[config.mk]
export PLATFORM = sky130hd
export DESIGN_NAME = id_ex_pipe_reg
export DESIGN_NICKNAME = d
export VERILOG_FILES = /design/src/rtl/pipe_pkg.sv /design/src/rtl/sat_counter.sv /design/src/rtl/id_ex_pipe_reg.sv
export SDC_FILE = /design/constraint.sdc
export NUM_CORES = 1
export LEC_CHECK = 0
export BUFFER_PORTS_ARGS = -buffer_cell sky130_fd_sc_hd__buf_2
export CORE_AREA = 2 2 153 155
export DETAILED_ROUTE_END_ITERATION = 8
export DIE_AREA = 0 0 155 157
export PLACE_DENSITY_LB_ADDON = 0.25
export SYNTH_ARGS = -nofsm -noshare
export SYNTH_HDL_FRONTEND = slang
export SYNTH_SLANG_ARGS = --single-unit
[constraint.sdc]
create_clock -name clk -period 3.9 [get_ports clk]
set_clock_uncertainty 0.15 [all_clocks]
set_input_delay 0 -clock clk [delete_from_list [all_inputs] [get_ports clk]]
set_output_delay 0 -clock clk [all_outputs]
set_load 0.01 [all_outputs]
[src/rtl/pipe_pkg.sv]
// Shared pipeline-register types for the pipelined RISC-V core.
// Control bits travel as one packed struct so every stage register zeroes them the same way.
package pipe_pkg;

  localparam int unsigned ALU_CTRL_W = 3;

  typedef struct packed {
    logic                  reg_write;
    logic [1:0]            result_src;
    logic                  mem_write;
    logic                  jump;
    logic                  branch;
    logic [ALU_CTRL_W-1:0] alu_control;
    logic                  alu_src;
    logic                  jalr_ctrl;
    logic                  valid;
  } ctrl_e_t;

  localparam ctrl_e_t CTRL_BUBBLE = '0;

  // Strip the architecturally visible effects of a non-instruction, keep the rest.
  function automatic ctrl_e_t kill_side_effects(ctrl_e_t c);
    ctrl_e_t r;
    r           = c;
    r.reg_write = 1'b0;
    r.mem_write = 1'b0;
    r.jump      = 1'b0;
    r.branch    = 1'b0;
    r.valid     = 1'b0;
    return r;
  endfunction

endpackage

[src/rtl/sat_counter.sv]
// Saturating up-counter with synchronous clear; clear wins over increment.
module sat_counter #(
  parameter int unsigned W = 16
) (
  input  logic         clk,
  input  logic         rst_n,
  input  logic         inc,
  input  logic         clr,
  output logic [W-1:0] count
);

  always_ff @(posedge clk or negedge rst_n) begin
    if (!rst_n) begin
      count <= '0;
    end else if (clr) begin
      count <= '0;
    end else if (inc && (count != '1)) begin
      count <= count + W'(1);
    end
  end

endmodule

[src/rtl/id_ex_pipe_reg.sv]
// Decode->Execute pipeline register with stall, flush, valid tracking
// and a saturating bubble counter.
module id_ex_pipe_reg
  import pipe_pkg::*;
#(
  parameter int unsigned XLEN      = 32,
  parameter int unsigned ALUCTRL_W = 3,
  parameter int unsigned REG_IDX_W = 5,
  parameter int unsigned CNT_W     = 16
) (
  input  logic                 clk,
  input  logic                 rst_n,
  input  logic                 StallE,
  input  logic                 FlushE,
  input  logic                 ClrCnt,
  input  logic                 ValidD,
  input  logic                 RegWriteD,
  input  logic                 MemWriteD,
  input  logic                 JumpD,
  input  logic                 BranchD,
  input  logic                 ALUSrcD,
  input  logic                 JALRctrlD,
  input  logic [1:0]           ResultSrcD,
  input  logic [ALUCTRL_W-1:0] ALUControlD,
  input  logic [XLEN-1:0]      RD1D,
  input  logic [XLEN-1:0]      RD2D,
  input  logic [XLEN-1:0]      PCD,
  input  logic [XLEN-1:0]      ImmExtD,
  input  logic [XLEN-1:0]      PCPlus4D,
  input  logic [REG_IDX_W-1:0] Rs1D,
  input  logic [REG_IDX_W-1:0] Rs2D,
  input  logic [REG_IDX_W-1:0] RdD,
  output logic                 ValidE,
  output logic                 RegWriteE,
  output logic                 MemWriteE,
  output logic                 JumpE,
  output logic                 BranchE,
  output logic                 ALUSrcE,
  output logic                 JALRctrlE,
  output logic [1:0]           ResultSrcE,
  output logic [ALUCTRL_W-1:0] ALUControlE,
  output logic [XLEN-1:0]      RD1E,
  output logic [XLEN-1:0]      RD2E,
  output logic [XLEN-1:0]      PCE,
  output logic [XLEN-1:0]      ImmExtE,
  output logic [XLEN-1:0]      PCPlus4E,
  output logic [REG_IDX_W-1:0] Rs1E,
  output logic [REG_IDX_W-1:0] Rs2E,
  output logic [REG_IDX_W-1:0] RdE,
  output logic [CNT_W-1:0]     BubbleCnt
);

  ctrl_e_t ctrl_d;
  ctrl_e_t ctrl_q;
  logic    bubble;

  always_comb begin
    ctrl_d             = CTRL_BUBBLE;
    ctrl_d.reg_write   = RegWriteD;
    ctrl_d.result_src  = ResultSrcD;
    ctrl_d.mem_write   = MemWriteD;
    ctrl_d.jump        = JumpD;
    ctrl_d.branch      = BranchD;
    ctrl_d.alu_control = ALU_CTRL_W'(ALUControlD);
    ctrl_d.alu_src     = ALUSrcD;
    ctrl_d.jalr_ctrl   = JALRctrlD;
    ctrl_d.valid       = ValidD;
    if (!ValidD) begin
      ctrl_d = kill_side_effects(ctrl_d);
    end
  end

  // A stall with ValidD low is not a bubble: nothing new is loaded.
  assign bubble = FlushE | (~StallE & ~ValidD);

  always_ff @(posedge clk or negedge rst_n) begin
    if (!rst_n) begin
      ctrl_q   <= CTRL_BUBBLE;
      RD1E     <= '0;
      RD2E     <= '0;
      PCE      <= '0;
      ImmExtE  <= '0;
      PCPlus4E <= '0;
      Rs1E     <= '0;
      Rs2E     <= '0;
      RdE      <= '0;
    end else if (FlushE) begin
      ctrl_q   <= CTRL_BUBBLE;
      RD1E     <= '0;
      RD2E     <= '0;
      PCE      <= '0;
      ImmExtE  <= '0;
      PCPlus4E <= '0;
      Rs1E     <= '0;
      Rs2E     <= '0;
      RdE      <= '0;
    end else if (!StallE) begin
      ctrl_q   <= ctrl_d;
      RD1E     <= RD1D;
      RD2E     <= RD2D;
      PCE      <= PCD;
      ImmExtE  <= ImmExtD;
      PCPlus4E <= PCPlus4D;
      Rs1E     <= Rs1D;
      Rs2E     <= Rs2D;
      RdE      <= RdD;
    end
  end

  assign ValidE      = ctrl_q.valid;
  assign RegWriteE   = ctrl_q.reg_write;
  assign MemWriteE   = ctrl_q.mem_write;
  assign JumpE       = ctrl_q.jump;
  assign BranchE     = ctrl_q.branch;
  assign ALUSrcE     = ctrl_q.alu_src;
  assign JALRctrlE   = ctrl_q.jalr_ctrl;
  assign ResultSrcE  = ctrl_q.result_src;
  assign ALUControlE = ALUCTRL_W'(ctrl_q.alu_control);

  sat_counter #(
    .W(CNT_W)
  ) u_bubble_cnt (
    .clk  (clk),
    .rst_n(rst_n),
    .inc  (bubble),
    .clr  (ClrCnt),
    .count(BubbleCnt)
  );

endmodule

==> qor.yml, run 1 <==
clock_network:
  cts_resized: 0
  clock_path_buffers: 3
  cts-buffers-inserted: 23
  cts_setup_buffers: 0
  number_of_hold_buffers_added_after_cts: 281
  cts.sinks: 203
  root_buffer: "clkbuf_16"
  htreeDepth: 1
place:
  buffer_ports.inserted: 394
  detailed_place_hpwl_mm: 16.2
  gp_congestion: 0.828
  dp_cells: 1355
  post_place_worst_slack_ps: 1740
logic_synthesis:
  synth-async-reset-ratio_pct: 100
  post_synth_instance_area_um2: 8360
  yosys-top-cells-count: "dfrtp_1 (203), nor2_1 (195), mux2i_1 (183)"
  synth_area_leaders: "dfrtp_1 (61%), mux2i_1 (22%), nor2_1 (8.8%), buf_1 (0.99%), a21oi_1 (0.96%)"
  yosysUniqueCellTypes: 31
  synth_enable_flop_cells: 0
  yosys.area.top_type_share_pct: 60.8
  synthDominantAreaCellType: "dfrtp_1"
  synth.net_count: 909
  ys_dominant_reg_cell: "dfrtp_1"
  synth.yosys.seq_area_share_pct: 60.8
  ys_ff_latch: 203
  leading_cell_type_by_number_of_instances_after_synthesis: "dfrtp_1"
  average_cell_area_after_synthesis_um2: 11.7
  synth_cells: 716
  yosys_warnings: 0
floorplan:
  floorplan.initialDensity_pct: 37.2
  pin_count: 395
  row_count: 55
  die_height_um: 157
  die-width_um: 155
status:
  outcome: "did not finish"
  stop_error: "[ERROR RSZ-0060] Max buffer count reached."
  failed_stage: "4_1_cts"
## through the flow
stage          utilization, %  instance area (µm²)
2_1_floorplan               -                 8360
3_3_place_gp             47.1                10600
3_5_place_dp             47.1                10600
## cell families after synthesis
kind of cell	synth area share, %
AND/OR/NAND/NOR	12.3
buffers and inverters	2.33
adder cells (fa/ha/maj)	0.150
AO/OA/AOI/OAI	2.27
multiplexers	22.2
flip-flops	60.8
==> run 2: changes to the inputs <==
CORE_AREA = 2 2 152 154   (was 2 2 153 155)
DIE_AREA = 0 0 154 156   (was 0 0 155 157)
PLACE_DENSITY_LB_ADDON = 0.15   (was 0.25)
==> run 2 against run 1 <==
The run now ends clean. Synthesized area is the same. Synthesized cell count stayed put.
==> qor.yml, run 2 <==
status:
  outcome: "completed"
floorplan:
  dieArea_um2: 24000
  pin_count: 395  # unchanged
  floorplan.initialDensity_pct: 37.4  # +0.23 points
  die_height_um: 156  # -0.64%
  die-width_um: 154  # -0.65%
  row_count: 55  # unchanged
  core-area_um2: 22400
place:
  post_place_worst_slack_ps: 1680  # -58.8 ps
  dp_cells: 1356  # +0.074%
  detailed_place_hpwl_mm: 17.1  # +5.5%
  gp_congestion: 0.810  # -2.2%
  buffer_ports.inserted: 394  # unchanged
timing:
  setup-tns-final_ps: 0
  grt_setup_unrepaired: "no"
  worst_margin_slew_ps: 1050
  maxClockFrequency_mhz: 345
  timing.final.hold_violations: 0
  final-setup-viol-count: 0
  min_period_ps: 2900
  worst_slew_margin_rel_pct: 30.3
  timing.final.crit_share_pct: 74.3
  setup_ws_ps: 1000
  slew_viol_final: 0
  fin_worst_hold_slack_ps: 20.9
logic_synthesis:
  synth-async-reset-ratio_pct: 100  # unchanged
  post_synth_instance_area_um2: 8360  # unchanged
  yosys.area.top_type_share_pct: 60.8  # unchanged
  yosys-top-cells-count: "dfrtp_1 (203), nor2_1 (195), mux2i_1 (183)"
  leading_cell_type_by_number_of_instances_after_synthesis: "dfrtp_1"
  synth_cells: 716  # unchanged
  synthDominantAreaCellType: "dfrtp_1"
  ys_ff_latch: 203  # unchanged
  synth.net_count: 909  # unchanged
  yosysUniqueCellTypes: 31  # unchanged
  synth_enable_flop_cells: 0  # unchanged
  ys_dominant_reg_cell: "dfrtp_1"
  average_cell_area_after_synthesis_um2: 11.7  # unchanged
  yosys_warnings: 0  # unchanged
  synth.yosys.seq_area_share_pct: 60.8  # unchanged
  synth_area_leaders: "dfrtp_1 (61%), mux2i_1 (22%), nor2_1 (8.8%), buf_1 (0.99%), a21oi_1 (0.96%)"
global_route:
  grt_max_degree: 114
  grt_usage_pct: 22.4
  grt_antenna_before_repair: 0
  first_pass_grt_wire_length_mm: 43.6
  grt_pass1_vias: 8146
  overflow: 0
clock_network:
  clock_tree_from_tritoncts: "built"
  htreeDepth: 1  # unchanged
  cts.sinks: 203  # unchanged
  root_buffer: "clkbuf_16"
  cts_resized: 0  # unchanged
  clk_latency_ps: 490
  clock_path_buffers: 3  # unchanged
  cts-buffers-inserted: 23  # unchanged
  path_clk_slew_ps: 60
pwr:
  power.density_cell_area_nw_per_um2: 383
  max-vdd-ir-drop_uv: 340
  total_power_mw: 5.24
  power_leakage_nw: 7.44
critical_path:
  timing.critical_path.cells: "dlygate4sd3_1 -> buf_8 -> buf_4 -> mux2i_1 -> nor2_1 -> dlygate4sd3_1"
  cpMostUsedCell: "dlygate4sd3_1"
  arrival_ps: 3130
  cp_max_fo: 90
  cpPeakStageDelay_ps: 840
  cpMaxStageDelayCell: "buf_4"
  cp.buffers_inverters: 4
  critPathLaunchType: "input port"
  cp_required_ps: 4130
  criticalPathCategory: "input port to register"
  worstSetupEndpointType: "register"
  critical-path-top-delay-family: "buffers and inverters"
layout:
  area_growth_pct: 63.7
  post_route_cells_drive_above_1_share_pct: 32.7
  antenna-diode-count: 0
  layout.cells.most_common: "buf_2"
  final_cells: 1629
  nNetsFinal: 1523
  highest_count_cells_in_the_layout_ignoring_fill_and_taps: "buf_2 (391), dlygate4sd3_1 (234), dfrtp_1 (203), nor2_1 (195), mux2i_1 (183)"
routing:
  first_pass_iters: 6
  avgRoutedWirePerCell_um: 17.0
  dr.first_iter.drc_count: 504
  drt_wl_total_mm: 27.7
  drc: 0
  final_ant_viol_nets: 0
  post_drt_via_cell_ratio: 4.76
  route.vias.total: 7762
hold_path:
  holdCritPathClass: "input port to asynchronous set/reset pin"
flow_run:
  max_cap_viol_count: 0
-- run 2: layout make-up --
type                    instances  area, µm²
clock buffers                  33        663
clock inverters                 6       82.6
fillers                      1824       8680
inverters                       4       15.0
multi-input cells             463       3090
flip-flops and latches        203       5080
well taps                     285        357
repair buffers                635       4400
-- run 2: final timing paths --
path	startpoint	to	slack (ps)	depth (start not counted)
min in group clk	PCPlus4D[25]	PCPlus4E[25]	130	4
hold / removal	rst_n	RD2E[23]	20	2
setup / recovery	StallE	RD1E[20]	1000	6
setup reg to reg	u_bubble_cnt.count[7]	u_bubble_cnt.count[0]	1800	4
hold reg to reg	ValidE	ValidE	360	2
max in group asynchronous	rst_n	ImmExtE[5]	2610	3
-- run 2: report_power, final --
part           switching, mW  leakage, nW  internal, mW  total, mW
registers             0.0661         2.70          2.22       2.28
clock network          0.828        0.365          1.30       2.13
logic                  0.392         4.37         0.429      0.821
total                   1.29         7.44          3.95       5.24
-- run 2: metal layers --
| metal | vias to the layer above | GRT usage (%) | part of all wire [%] |
|---|---|---|---|
| met5 | - | 0 | 0 |
| met1 | 3727 | 27.0 | 40 |
| met2 | 314 | 39.4 | 50 |
| met4 | 0 | 7.70 | 3.1 |
| li1 | 3656 | - | - |
| met3 | 65 | 5.31 | 7.3 |
-- run 2: logic make-up (layout without fill, tap and decap cells) --
family | count (synthesis) | count (layout) | synth area share (%)
AOI/OAI and AO/OA | 31 | 31 | 2.27
muxes | 185 | 185 | 22.2
and+or+nand+nor | 246 | 246 | 12.3
DFF | 203 | 203 | 60.8
buffers and inverters | 50 | 678 | 2.33
adders and majority gates | 1 | 1 | 0.150
-- run 2: worst reg2reg max path: cells and delay by family (launching register included) --
kind             cells  cell delay (ps)
flip-flops           1              480
multiplexers         1              300
AND/OR/NAND/NOR      3             1070
-- run 2: timing repair --
action,in CTS,in global routing
hold buffers,234,0
setup endpoints to repair,0,0
endpoints found under the hold margin,313,0
setup buffers,0,0
-- run 2: metrics by stage --
stage | cell area, µm² | utilization, %
after floorplan | 8360 | -
after global routing | 13700 | 61.2
after CTS | 13700 | 61.2
after detailed placement | 10600 | 47.4
final | 13700 | 61.2
after global placement | 10600 | 47.4
No activity file was read; power rests on OpenSTA's default activity.
==> run 3: changes to the inputs <==
clock period = 2.3 ns   (was 3.9 ns; I/O delays follow)
==> run 3 against run 2 <==
Core utilization down 1.2 points. Total power grew 72%. Sequential power up 70%. Worst hold slack gained 92 ps. Global-route usage down 0.77 points. Non-clock buffer count fell by 34. Register-to-register slack worse by 1500 ps. Worst setup slack got worse by 790 ps. Critical path depth grew 2. Count of clock-buffer cells in the layout up 3. Critical path type unchanged. Critical endpoint is now u_bubble_cnt.count[10]. Largest cell class unchanged.
==> qor.yml, run 3 (synthesis gave the netlist of run 2 again) <==
critical_path:
  cpMostUsedCell: "dlygate4sd3_1"
  cp_max_fo: 8  # -91%
  cp_required_ps: 2580  # -1550 ps
  timing.critical_path.cells: "dlygate4sd3_1 -> buf_8 -> o21bai_1 -> dlygate4sd3_1 -> buf_4 -> nand3_1 -> or4_1 -> a21oi_1"
  criticalPathCategory: "input port to register"
  cpPeakStageDelay_ps: 580  # -260 ps
  critical-path-top-delay-family: "buffers and inverters"
  arrival_ps: 2360  # -770 ps
  critPathLaunchType: "input port"
  cpMaxStageDelayCell: "dlygate4sd3_1"
  cp.buffers_inverters: 4  # unchanged
  worstSetupEndpointType: "register"
place:
  gp_congestion: 0.820  # +1.2%
  detailed_place_hpwl_mm: 17.3  # +1.6%
  buffer_ports.inserted: 394  # unchanged
  dpl-instance-area_um2: 10700  # +0.78%
floorplan:
  pin_count: 395  # unchanged
  die_height_um: 156  # unchanged
  row_count: 55  # unchanged
  floorplan.initialDensity_pct: 37.4  # unchanged
  die-width_um: 154  # unchanged
  dieArea_um2: 24000  # unchanged
  core-area_um2: 22400  # unchanged
clock_network:
  clock_path_buffers: 3  # unchanged
  cts_resized: 0  # unchanged
  htreeDepth: 1  # unchanged
  clock_tree_from_tritoncts: "built"
  path_clk_slew_ps: 60  # about the same
  root_buffer: "clkbuf_16"
  clk_latency_ps: 500  # about the same
  cts.sinks: 203  # unchanged
  cts-buffers-inserted: 24  # +4.3%
timing:
  slew_viol_final: 0  # unchanged
  maxClockFrequency_mhz: 480
  worst_slew_margin_rel_pct: 45.2  # +15 points
  worst_margin_slew_ps: 823  # -223 ps
  fin_worst_hold_slack_ps: 113  # +91.7 ps
  min_period_ps: 2080
  grt_setup_unrepaired: "no"
  setup-tns-final_ps: 0  # unchanged
  final-setup-viol-count: 0  # unchanged
  timing.final.crit_share_pct: 90.6
  timing.final.hold_violations: 0  # unchanged
pwr:
  power.density_cell_area_nw_per_um2: 672  # +76%
  power_leakage_nw: 7.33  # -1.5%
  total_power_mw: 9.02  # +72%
  max-vdd-ir-drop_uv: 428  # +26%
global_route:
  grt_antenna_before_repair: 0  # unchanged
  grt_pass1_vias: 7811  # -4.1%
  overflow: 0  # unchanged
  first_pass_grt_wire_length_mm: 41.9  # -4.0%
  grt_usage_pct: 21.6  # -0.77 points
  grt_max_degree: 105  # -7.9%
layout:
  nNetsFinal: 1490  # -2.2%
  layout.cells.most_common: "buf_2"
  design_area_um2: 13400  # -1.9%
  highest_count_cells_in_the_layout_ignoring_fill_and_taps: "buf_2 (391), dfrtp_1 (203), nor2_1 (195), dlygate4sd3_1 (194), mux2i_1 (183)"
  post_route_cells_drive_above_1_share_pct: 34.1  # +1.4 points
  area_growth_pct: 60.5
  antenna-diode-count: 0  # unchanged
routing:
  top_layer_used: "met4"
  route.vias.total: 7550  # -2.7%
  met3_length_mm: 2.00  # -0.35%
  drc: 0  # unchanged
  avgRoutedWirePerCell_um: 16.7  # -1.5%
  detailroute.wirelength.met2_mm: 13.4  # -3.1%
  final_ant_viol_nets: 0  # unchanged
  dr.first_iter.drc_count: 365  # -28%
  post_drt_via_cell_ratio: 4.72  # -0.91%
  drt_wl_total_mm: 26.7  # -3.3%
  first_pass_iters: 6  # unchanged
  routedLengthMet1_mm: 10.7  # -2.7%
status:
  outcome: "completed"
hold_path:
  holdCritPathClass: "input port to register"
flow_run:
  max_cap_viol_count: 0  # unchanged
==> run 3: cell count changes in the layout (fill, tap and decap cells not counted), sizes merged <==
| cell | change |
|---|---|
| clkbuf | +3 |
| clkinvlp | -1 |
| clkinv | +2 |
| dlygate4sd3 | -40 |
| buf | +6 |
==> run 3: repair_timing <==
item / CTS / global route
hold endpoints to repair: 406 / 0
hold buffers: 194 / 0
setup buffers: 0 / 0
==> run 3: metrics by stage <==
stage / setup slack (ps) / std cells / utilization, %
after floorplan: 344 / 716 / -
after global placement: 315 / 1362 / 47.7
after detailed placement: 309 / 1362 / 47.7
final: 217 / 1599 / 60.0
after global routing: 129 / 1599 / 60.0
after CTS: 262 / 1599 / 60.0
==> run 3: routing by layer <==
layer	vias to the layer above	global-route usage [%]
li1	3591	-
met1	3614	26.3
met2	292	37.9
met3	53	5.42
met4	0	6.72
met5	-	0
==> run 3: layout make-up <==
cell class | count | area (µm²)
multi-input combinational | 463 | 3090
sequential | 203 | 5080
fill | 1854 | 8940
inverter | 4 | 15.0
tap | 285 | 357
clock buffer | 36 | 717
clock inverter | 7 | 85.1
timing repair buffer | 601 | 4080
==> run 3: where the power goes <==
| part | switching [mW] | internal [mW] | total (mW) |
|---|---|---|---|
| Sequential | 0.107 | 3.76 | 3.87 |
| Clock | 1.46 | 2.37 | 3.82 |
| Combinational | 0.647 | 0.681 | 1.33 |
| Total | 2.21 | 6.81 | 9.02 |
==> run 3: worst register-to-register path, stage by stage (launching register included) <==
cell     delay (ps)
dfrtp_1         450
nand4_2         200
or3_1           490
or4_1           510
a21oi_1         150
==> run 3: worst paths after layout <==
path / slack (ps) / depth (start not counted) / from / endpoint
worst max-delay path: 220 / 8 / StallE / u_bubble_cnt.count[10]
worst min-delay path: 110 / 4 / PCPlus4D[23] / PCPlus4E[23]
min in group asynchronous: 450 / 3 / rst_n / RD2E[14]
worst min register to register: 360 / 2 / ValidE / ValidE
max in group asynchronous: 870 / 4 / rst_n / PCE[15]
worst max register to register: 290 / 4 / u_bubble_cnt.count[2] / u_bubble_cnt.count[13]
==> run 4: changes to the inputs <==
ABC_AREA = 1   (was default)
CORE_AREA = 2 2 153 155   (was 2 2 152 154)
DIE_AREA = 0 0 155 157   (was 0 0 154 156)
==> run 4 against run 3 <==
The flow now stops in 4_1_cts. Synthesized area fell by 0.15%. Synthesized cell count grew 35%.
==> qor.yml, run 4 <==
status:
  outcome: "did not finish"
  failed_stage: "4_1_cts"
  stop_error: "[ERROR RSZ-0060] Max buffer count reached."
floorplan:
  floorplan.initialDensity_pct: 37.1  # -0.28 points
  die_height_um: 157  # +0.64%
  die-width_um: 155  # +0.65%
  pin_count: 395  # unchanged
  row_count: 55  # unchanged
logic_synthesis:
  post_synth_and_or_nand_nor_area_fraction_pct: 34.3  # +22 points
  synth_top_family_by_area: "simple AND/OR/NAND/NOR gates"
  synth-xor-area-share_pct: 0.629  # +0.63 points
  ys_ff_latch: 203  # unchanged
  yosysUniqueCellTypes: 20  # -35%
  synth_area_leaders: "dfrtp_1 (61%), nand2_1 (20%), nand3_1 (12%), clkbuf_1 (1.5%), buf_2 (0.96%)"
  leading_cell_type_by_number_of_instances_after_synthesis: "nand2_1"
  synth.net_count: 1161  # +28%
  synth_compound_gate_area_share_pct: 0.120  # -2.2 points
  average_cell_area_after_synthesis_um2: 8.62  # -26%
  post_synth_instance_area_um2: 8350  # -0.15%
  yosys.area.top_type_share_pct: 60.9  # +0.091 points
  synth_mux_area_share_pct: 0  # -22 points
  synth.yosys.seq_area_share_pct: 60.9  # +0.091 points
  synth-async-reset-ratio_pct: 100  # unchanged
  yosys_warnings: 0  # unchanged
  synth_cells: 968  # +35%
  yosys-top-cells-count: "nand2_1 (439), nand3_1 (204), dfrtp_1 (203)"
  synthDominantAreaCellType: "dfrtp_1"
  yosys.area_share.adder_pct: 0.150  # +0.00022 points
  synth_enable_flop_cells: 0  # unchanged
  ys_dominant_reg_cell: "dfrtp_1"
place:
  dpl-instance-area_um2: 10700  # -0.25%
  buffer_ports.inserted: 394  # unchanged
  detailed_place_hpwl_mm: 17.5  # +1.2%
  gp_congestion: 0.830  # +1.2%
clock_network:
  root_buffer: "clkbuf_16"
  cts_resized: 0  # unchanged
  clock_path_buffers: 3  # unchanged
  cts_setup_buffers: 0  # unchanged
  htreeDepth: 1  # unchanged
  cts-buffers-inserted: 23  # -4.2%
  number_of_hold_buffers_added_after_cts: 329  # +70%
  cts.sinks: 203  # unchanged
-- run 4: kinds of logic after synthesis --
kind of cell,Yosys count
xor gates and xnor gates,6
AOI/OAI and AO/OA,2
adders and majority gates,1
and+or+nand+nor,675
buffers and inverters,81
DFF,203
-- run 4: through the flow --
stage / cells / setup slack (ps) / hold slack (ps)
after detailed placement: 1598 / 504 / -80.0
after global placement: 1598 / 533 / -80.1
after floorplan: 968 / 565 / -446
